$ cat src/rtl/dcache_controller_if.sv
// dcache_controller_if: CPU data port and memory block port of the data cache
//   CPU side : read, write, address, writedata -> cache; readdata, busywait <- cache
//   mem side : mem_read, mem_write, mem_address, mem_writedata <- cache; mem_readdata, mem_busywait -> cache
//   modport slave is the cache view, modport master the CPU/memory environment view
interface dcache_controller_if #(parameter int TAG_W = 3, parameter int IDX_W = 3);
  logic                   read;
  logic                   write;
  logic [TAG_W+IDX_W+1:0] address;
  logic [7:0]             writedata;
  logic [7:0]             readdata;
  logic                   busywait;
  logic                   mem_read;
  logic                   mem_write;
  logic [TAG_W+IDX_W-1:0] mem_address;
  logic [31:0]            mem_writedata;
  logic [31:0]            mem_readdata;
  logic                   mem_busywait;
  modport slave (
    input  read, write, address, writedata, mem_readdata, mem_busywait,
    output readdata, busywait, mem_read, mem_write, mem_address, mem_writedata
  );
  modport master (
    output read, write, address, writedata, mem_readdata, mem_busywait,
    input  readdata, busywait, mem_read, mem_write, mem_address, mem_writedata
  );
endinterface

$ cat src/rtl/dcache_controller.sv
// dcache_controller: direct-mapped write-back write-allocate data cache with miss FSM
//   clk   : system clock
//   reset : asynchronous active-low reset
//   bus   : CPU request/response and memory block port (slave view)
module dcache_controller #(
  parameter int TAG_W = 3,
  parameter int IDX_W = 3
) (
  input logic                 clk,
  input logic                 reset,
  dcache_controller_if.slave  bus
);
  localparam int NB = 2 ** IDX_W;
  typedef enum logic [1:0] {IDLE, WRITEBACK, FETCH, UPDATE} state_t;
  state_t           r_state, w_next;
  logic             r_first;
  logic [31:0]      r_data [NB];
  logic [TAG_W-1:0] r_tag [NB];
  logic [NB-1:0]    r_valid, r_dirty;
  logic [31:0]      r_fetched;
  logic [TAG_W-1:0] w_tag;
  logic [IDX_W-1:0] w_idx;
  logic [1:0]       w_off;
  logic             w_hit, w_req, w_wr_hit;
  assign w_tag    = bus.address[TAG_W+IDX_W+1 -: TAG_W];
  assign w_idx    = bus.address[IDX_W+1:2];
  assign w_off    = bus.address[1:0];
  assign w_hit    = r_valid[w_idx] & (r_tag[w_idx] == w_tag);
  assign w_req    = bus.read | bus.write;
  assign w_wr_hit = reset & (r_state == IDLE) & bus.write & w_hit;
  assign bus.readdata = w_hit ? r_data[w_idx][{w_off, 3'b000} +: 8] : 8'h00;
  // Outputs are gated by reset so an aborted miss drops its strobes at once.
  // The memory busy flag is ignored in the first cycle of WRITEBACK/FETCH,
  // since memory has not yet seen the new strobe.
  always_comb begin
    w_next            = r_state;
    bus.busywait      = 1'b0;
    bus.mem_read      = 1'b0;
    bus.mem_write     = 1'b0;
    bus.mem_address   = '0;
    bus.mem_writedata = '0;
    if (reset)
      case (r_state)
        IDLE: begin
          bus.busywait = w_req & ~w_hit;
          if (w_req & ~w_hit) w_next = r_dirty[w_idx] ? WRITEBACK : FETCH;
        end
        WRITEBACK: begin
          bus.busywait      = 1'b1;
          bus.mem_write     = 1'b1;
          bus.mem_address   = {r_tag[w_idx], w_idx};
          bus.mem_writedata = r_data[w_idx];
          if (!r_first && !bus.mem_busywait) w_next = FETCH;
        end
        FETCH: begin
          bus.busywait    = 1'b1;
          bus.mem_read    = 1'b1;
          bus.mem_address = {w_tag, w_idx};
          if (!r_first && !bus.mem_busywait) w_next = UPDATE;
        end
        default: begin
          bus.busywait = 1'b1;
          w_next       = IDLE;
        end
      endcase
  end
  always_ff @(posedge clk or negedge reset) begin
    if (!reset) begin
      r_state <= IDLE;
      r_first <= 1'b0;
      r_valid <= '0;
      r_dirty <= '0;
    end else begin
      r_state <= w_next;
      r_first <= w_next != r_state;
      if (r_state == UPDATE) begin
        r_valid[w_idx] <= 1'b1;
        r_dirty[w_idx] <= 1'b0;
      end else if (w_wr_hit) r_dirty[w_idx] <= 1'b1;
    end
  end
  // Data and tag arrays are not cleared by reset; valid bits guard them.
  always_ff @(posedge clk) begin
    if (r_state == FETCH) r_fetched <= bus.mem_readdata;
    if (r_state == UPDATE) begin
      r_data[w_idx] <= r_fetched;
      r_tag[w_idx]  <= w_tag;
    end else if (w_wr_hit) r_data[w_idx][{w_off, 3'b000} +: 8] <= bus.writedata;
  end
endmodule

$ cat src/flat_wrapper.sv
// flat-port wrapper written by rule: the top's interface ports become plain ports
module dcache_controller_flat 
#(
  parameter int TAG_W = 3,
  parameter int IDX_W = 3
)
  (clk, reset, bus_read, bus_write, bus_address, bus_writedata, bus_mem_readdata, bus_mem_busywait, bus_readdata, bus_busywait, bus_mem_read, bus_mem_write, bus_mem_address, bus_mem_writedata);
  dcache_controller_if #(.TAG_W(TAG_W), .IDX_W(IDX_W)) bus_i ();
  input logic clk;
  input logic reset;
  input wire logic [$bits(bus_i.read)-1:0] bus_read;
  input wire logic [$bits(bus_i.write)-1:0] bus_write;
  input wire logic [$bits(bus_i.address)-1:0] bus_address;
  input wire logic [$bits(bus_i.writedata)-1:0] bus_writedata;
  input wire logic [$bits(bus_i.mem_readdata)-1:0] bus_mem_readdata;
  input wire logic [$bits(bus_i.mem_busywait)-1:0] bus_mem_busywait;
  output wire logic [$bits(bus_i.readdata)-1:0] bus_readdata;
  output wire logic [$bits(bus_i.busywait)-1:0] bus_busywait;
  output wire logic [$bits(bus_i.mem_read)-1:0] bus_mem_read;
  output wire logic [$bits(bus_i.mem_write)-1:0] bus_mem_write;
  output wire logic [$bits(bus_i.mem_address)-1:0] bus_mem_address;
  output wire logic [$bits(bus_i.mem_writedata)-1:0] bus_mem_writedata;
  assign bus_i.read = bus_read;
  assign bus_i.write = bus_write;
  assign bus_i.address = bus_address;
  assign bus_i.writedata = bus_writedata;
  assign bus_i.mem_readdata = bus_mem_readdata;
  assign bus_i.mem_busywait = bus_mem_busywait;
  assign bus_readdata = bus_i.readdata;
  assign bus_busywait = bus_i.busywait;
  assign bus_mem_read = bus_i.mem_read;
  assign bus_mem_write = bus_i.mem_write;
  assign bus_mem_address = bus_i.mem_address;
  assign bus_mem_writedata = bus_i.mem_writedata;
  dcache_controller #(.TAG_W(TAG_W), .IDX_W(IDX_W)) u_core (.clk(clk), .reset(reset), .bus(bus_i));
endmodule
$ cat config.mk
export PLATFORM = sky130hd
export DESIGN_NAME = dcache_controller_flat
export DESIGN_NICKNAME = d
export VERILOG_FILES = /design/src/rtl/dcache_controller_if.sv /design/src/rtl/dcache_controller.sv /design/src/flat_wrapper.sv
export SDC_FILE = /design/constraint.sdc
export NUM_CORES = 1
export LEC_CHECK = 0
export BUFFER_PORTS_ARGS = -buffer_cell sky130_fd_sc_hd__buf_2
export CORE_AREA = 4 4 214 216
export CTS_CLUSTER_SIZE = 20
export DETAILED_ROUTE_END_ITERATION = 10
export DIE_AREA = 0 0 218 220
export GPL_TIMING_DRIVEN = 0
export PLACE_DENSITY = 0.44
export SYNTH_ARGS = -nofsm -noshare
export SYNTH_HDL_FRONTEND = slang
export SYNTH_SLANG_ARGS = --single-unit
$ cat constraint.sdc
create_clock -name clk -period 5.5 [get_ports clk]
set_input_delay 1.65 -clock clk [delete_from_list [all_inputs] [get_ports clk]]
set_output_delay 1.65 -clock clk [all_outputs]
set_load 0.01 [all_outputs]
* Yosys cells after proc, flatten, opt, wreduce, memory -nomap -nowiden
Memories as Yosys holds them, arrays and structs flattened.
Cells that the tools add are included.
** Operators by class
- Shifts and indexed selects :: 3
- Equality and inequality tests :: 5
- Add/subtract/negate cells :: 1
- Bitwise logic cells :: 43
- Multiplexer cells :: 62
- Reduce and logical (&&, ||, !) cells :: 6
- Magnitude comparators :: 2
** Operators by type and width (count)
- $mux W32 :: 3
- $mux W1 :: 45
- $or A1 B1 Y1 :: 33
- $shift A8 B7 Y32 const A :: 1
- $shiftx A32 B6 Y8 :: 1
- $shiftx A8 B7 Y32 :: 1
- $mux W8 :: 3
- $or A8 B8 Y8 :: 2
- $pmux W6 S2 :: 1
- $mux W2 :: 5
- $and A8 B8 Y8 :: 1
- $not A8 Y8 :: 1
- $neg A5 Y7 :: 1
- $bmux W1 S3 :: 2
- $mux W6 :: 1
- $pmux W2 S3 :: 1
- $and A1 B1 Y1 :: 5
- $eq A2 B2 Y1 const B :: 2
- $lt A3 B4 Y1 const B :: 1
- $demux W1 S3 :: 1
- $eq A3 B3 Y1 :: 1
- $ge A3 B1 Y1 const B :: 1
- $eq A2 B1 Y1 const B :: 1
- $logic_and A1 B1 Y1 :: 2
- other kinds (5) :: 6
** Storage, ports and cells
- Bits in writable memories :: 280
- Word-level logic and storage cells :: 129
- Flip-flop bits (word level) :: 51
- Memories kept :: 2
** Memory list
- u_core.r_data :: words 8, width 32, read ports 1, clocked after memory_dff 0, wr ports 1, RTL line dcache_controller.sv:17 : logic [31:0] r_data [NB];
- u_core.r_tag :: words 8, width 3, read ports 1, clocked after memory_dff 0, wr ports 1, RTL line dcache_controller.sv:18 : logic [TAG_W-1:0] r_tag [NB];

* Depth between registers and ports, before layout
- Depth after elaboration :: 9
- Gate-level depth with buffers :: 12

* Worst setup path after synthesis
No wires, ideal clock.
- Path type :: input -> output
- Start :: in bus_address[4]
- End :: out bus_readdata[7]
- Setup slack :: -124 ps
- Cell stages on the path :: 10
- Arrival :: 3974 ps
- Data required time :: 3850 ps
- Cells stage by stage :: buf_2 buf_2 buf_1 nor3_1 buf_2 buf_2 a22oi_1 and3_1 mux4_2 nor2_1
** On the way
- Cells in the longest elaborated chain, start to end :: 4
- Elaborated cells between the ends (all ways) :: 8
- Those cells by class :: eq/ne (1); shift (1); mux (3); bitwise (1); memory (2)
** RTL lines
- from (decl) :: RTL line flat_wrapper.sv:13 : input wire logic [$bits(bus_i.address)-1:0] bus_address;
- branches (longest 3 deep; another with $mem_v2 Z8 W32)
- $mux W8 * :: RTL line dcache_controller.sv:31 : assign bus.readdata = w_hit ? r_data[w_idx][{w_off, 3'b000} +: 8] : 8'h00;
- to (decl) :: RTL line flat_wrapper.sv:17 : output wire logic [$bits(bus_i.readdata)-1:0] bus_readdata;
Every way passes the cells marked *. The select of a mux whose other input is x is not followed.

* Worst setup path after layout
- Start :: in bus_address[3]
- End :: out bus_readdata[7]
Same word-level chain as after synthesis.

==> flow_summary.ini <==
[power_and_ir_drop]
p_leak_nw = 5.938
p_seq_share_pct = 48.2
p_sw_mw = 1.897
ir_worst_vdd_mv = 0.2028
p_int_mw = 4.919
combPwrFrac_pct = 16.8
power.density_nw_per_um2 = 399.9
clockPowerShare_pct = 35.0
swShare_pct = 27.83

[global_route]
grt_pass1_wl_um = 66630
antenna_found_initial = 1
grt_pass1_vias = 8964
grt.overflow.total = 0
grtUsageTotal_pct = 19.79
grt_max_degree = 28

[sta]
fin_skew_ns = 0.02061
fmax_mhz = 181.6
fin_crit_ns = 5.506
max-slew-margin-rel_pct = 21.78
hold_viol = 0
setup_slack_ns = -0.006023
whs_ns = 0.4603
worstMarginPinSlew_ns = 1.169
maxSlewViolCount = 0
finalCritPeriodShare_pct = 100.1
finalSetupViolCount = 2
rsz0062_at_grt = true

[worst_hold_path]
hold_path.class = reg2reg
hold_path.startpoint = u_core.r_valid[5]$_DFFE_PN0P_
holdPathEnd = u_core.r_valid[5]$_DFFE_PN0P_
hold-path-cell-count = 1

[yosys]
synthMuxAreaShare_pct = 2.353
ys_warn_count = 0
synth_compound_area_share_pct = 12.28
synthXorXnorAreaFrac_pct = 0.1953
synth-edff-count = 312
syn_area_um2 = 13450
synth.yosys.seq_area_share_pct = 73.18
synth_top_family_by_area = compound AO/OA/AOI/OAI gates
synthSimpleGateAreaFrac_pct = 8.808
syn_avg_cell_area_um2 = 15.46
syn_inst = 870
async_reset_ff_share_pct = 5.740
synthesis.nets = 932
synth_ff_type = edfxtp_1
ys_ff_latch = 331
ys_types = 52
synth_fa_ha_area_share_pct = 0.8371

[floorplanning]
die_h_um = 220
rows = 77
start_util_pct = 30.62
core_um2 = 43930
ios = 102
die-area_um2 = 47960
die_w_um = 218

[place]
placed_area_um2 = 14720
hpwl_um = 32350
port_buffers = 99
gp_congestion = 0.8369

[final_layout]
layout.nets = 1115
multiInputGateArea_um2 = 3520
final_area_um2 = 17040
areaGrowthSynthToFinish_pct = 26.67
final_layout_size_suffix_gt1_share_pct = 29.27
fill_cells = 4217
insertedDiodeCount = 0
post-route-util_pct = 38.79
regArea_um2 = 9844

[setup_path]
arrival_ns = 3.86
reg2regPathDepth = 11
ff2ff_setup_slack_ns = 1.05
crit_path_max_fanout = 8
r2r-end = u_core.r_data[6][20]$_DFFE_PP_
crit_required_ns = 3.85
regToRegStartpoint = u_core.r_tag[7][1]$_DFFE_PP_
cp-end-kind = primary output
crit_type = in2out
critPathLaunchType = input port

[clock_network]
clock_latency_ns = 0.56
cts_made_buffers = 39
cts.sinks = 331
cts_tree = done
cts_hold_buffers = 0
ctsRootBufferMaster = clkbuf_16
cts_buffer_depth = 3
cts_max_level = 2
clk_pin_slew_ns = 0.05

[detailed_routing]
drc = 0
initialDrtViolationCount = 790
drtAntennaViolNets = 0
wl_um = 48210
drtPass1Iterations = 5
num_vias = 8946
viasPerCell = 5.341
wl_per_cell_um = 28.78

[flow_run]
cap_viol_max_count = 0

[status]
violations = negative setup slack
status = finished with violations
[metrics by stage]
step,instances,setup TNS [ns],power (mW),setup slack (ns)
after global routing,1675,-0.2403,7.067,-0.05321
after global placement,1561,-268.38,4.351,-1.827
final,1675,-0.01088,6.816,-0.006023
after CTS,1664,0,6.839,0.002164
after detailed placement,1562,-255.84,4.375,-1.801
after floorplan,870,0,3.879,0.02455
[layout make-up]
cell class / instances / share of cell area [%]
Buffer: 51 / 3.913
Clock buffer: 53 / 6.219
Clock inverter: 18 / 0.6094
Inverter: 17 / 0.3965
Multi-Input combinational cell: 465 / 20.65
Sequential cell: 331 / 57.77
Tap cell: 592 / 4.347
Timing Repair Buffer: 148 / 6.094
[worst max-delay path by stage]
stage,start,to,slack [ns],cells after the start
after floorplan,bus_address[2],bus_readdata[0],0.02,10
after global placement,bus_address[3],bus_readdata[7],-1.83,11
after detailed placement,bus_address[3],bus_readdata[7],-1.80,11
after CTS,bus_address[2],bus_readdata[7],0.002,13
after global routing,bus_address[3],bus_readdata[7],-0.05,14
final,bus_address[3],bus_readdata[7],-0.006,13
[cells in the final DEF (no fill, tap or decap), types with 8 or more instances in the layout]
cell / count
edfxtp_1: 312
a22oi_1: 98
buf_2: 94
nor2_1: 71
clkbuf_16: 45
buf_4: 38
nand4_1: 35
nand2_1: 28
a22o_1: 24
clkbuf_1: 23
a21bo_1: 20
dfrtp_1: 19
inv_1: 14
buf_6: 14
buf_12: 14
and3_4: 13
clkbuf_8: 12
a221oi_1: 12
a21bo_2: 12
a21oi_1: 11
clkinv_1: 10
buf_8: 9
and4_4: 9
and3_1: 8
mux2i_1: 8
mux4_2: 8
ha_1: 8
[synthesized netlist by cell type, types with 5 or more instances]
cell,number,share of area (%)
a21bo_2,12,0.89
a21bo_1,20,1.5
ha_1,9,0.84
nand2b_1,7,0.33
clkbuf_1,35,0.98
a221oi_1,16,1.0
nand3_1,7,0.26
nand2_1,28,0.78
buf_2,16,0.60
dfrtp_1,19,3.5
a22o_1,24,1.6
edfxtp_1,312,70
nor3b_1,5,0.28
nor2b_1,6,0.28
mux2i_1,8,0.60
a22oi_1,99,5.5
nand4_1,35,1.6
and4_1,17,1.1
inv_1,15,0.42
mux4_2,8,1.3
nor2_1,80,2.2
a21oi_1,11,0.41
and2_1,6,0.28
o21ai_0,6,0.22
and3_1,22,1.0
[flip-flops by register name, indices dropped and copies added, names as in the netlist, named ones only]
| register | count |
|---|---|
| u_core.r_data | 256 |
| u_core.r_fetched | 32 |
| u_core.r_first | 1 |
| u_core.r_state | 2 |
| u_core.r_tag | 24 |
| u_core.r_valid | 8 |
[power groups by stage]
stage | sequential, mW | clock, mW | combinational [mW]
2_1_floorplan | 3.28 | 0 | 0.596
3_3_place_gp | 3.34 | 0 | 1.01
3_5_place_dp | 3.34 | 0 | 1.04
4_1_cts | 3.29 | 2.42 | 1.13
5_1_grt | 3.30 | 2.53 | 1.23
6_report | 3.28 | 2.38 | 1.15
[worst max-delay path: stages]
cell,delay (ns)
buf_8,0.08
buf_8,0.11
clkinvlp_4,0.09
buf_8,0.13
nor3_4,0.22
buf_12,0.16
buf_16,0.17
buf_12,0.15
a22oi_1,0.07
and3_4,0.22
mux4_2,0.50
nor2_4,0.16
buf_6,0.12
[per-layer routing]
layer,GRT usage (%),vias to the layer above,share of wire [%]
met5,0,-,0.027
met4,7.205,2,3.3
met3,4.523,85,7.2
met2,30.49,386,45
met1,27.50,4615,45
li1,-,3858,-
[logic make-up (layout without fill, tap and decap cells)]
| kind of cell | Yosys count | after routing |
|---|---|---|
| muxes | 21 | 21 |
| and+or+nand+nor | 225 | 225 |
| buffers and inverters | 74 | 287 |
| DFF | 331 | 331 |
| xor gates and xnor gates | 3 | 3 |
| adders and majority gates | 9 | 9 |
| AOI/OAI and AO/OA | 207 | 207 |
[repair_timing]
| item | CTS | global route |
|---|---|---|
| setup buffers | 36 | 10 |
| resized for setup | 186 | 28 |
| endpoints found under the setup margin | 264 | 9 |
| pin swaps | 14 | 15 |
| cloned | 1 | 1 |
Note: power is estimated with default switching activity, not from simulation.
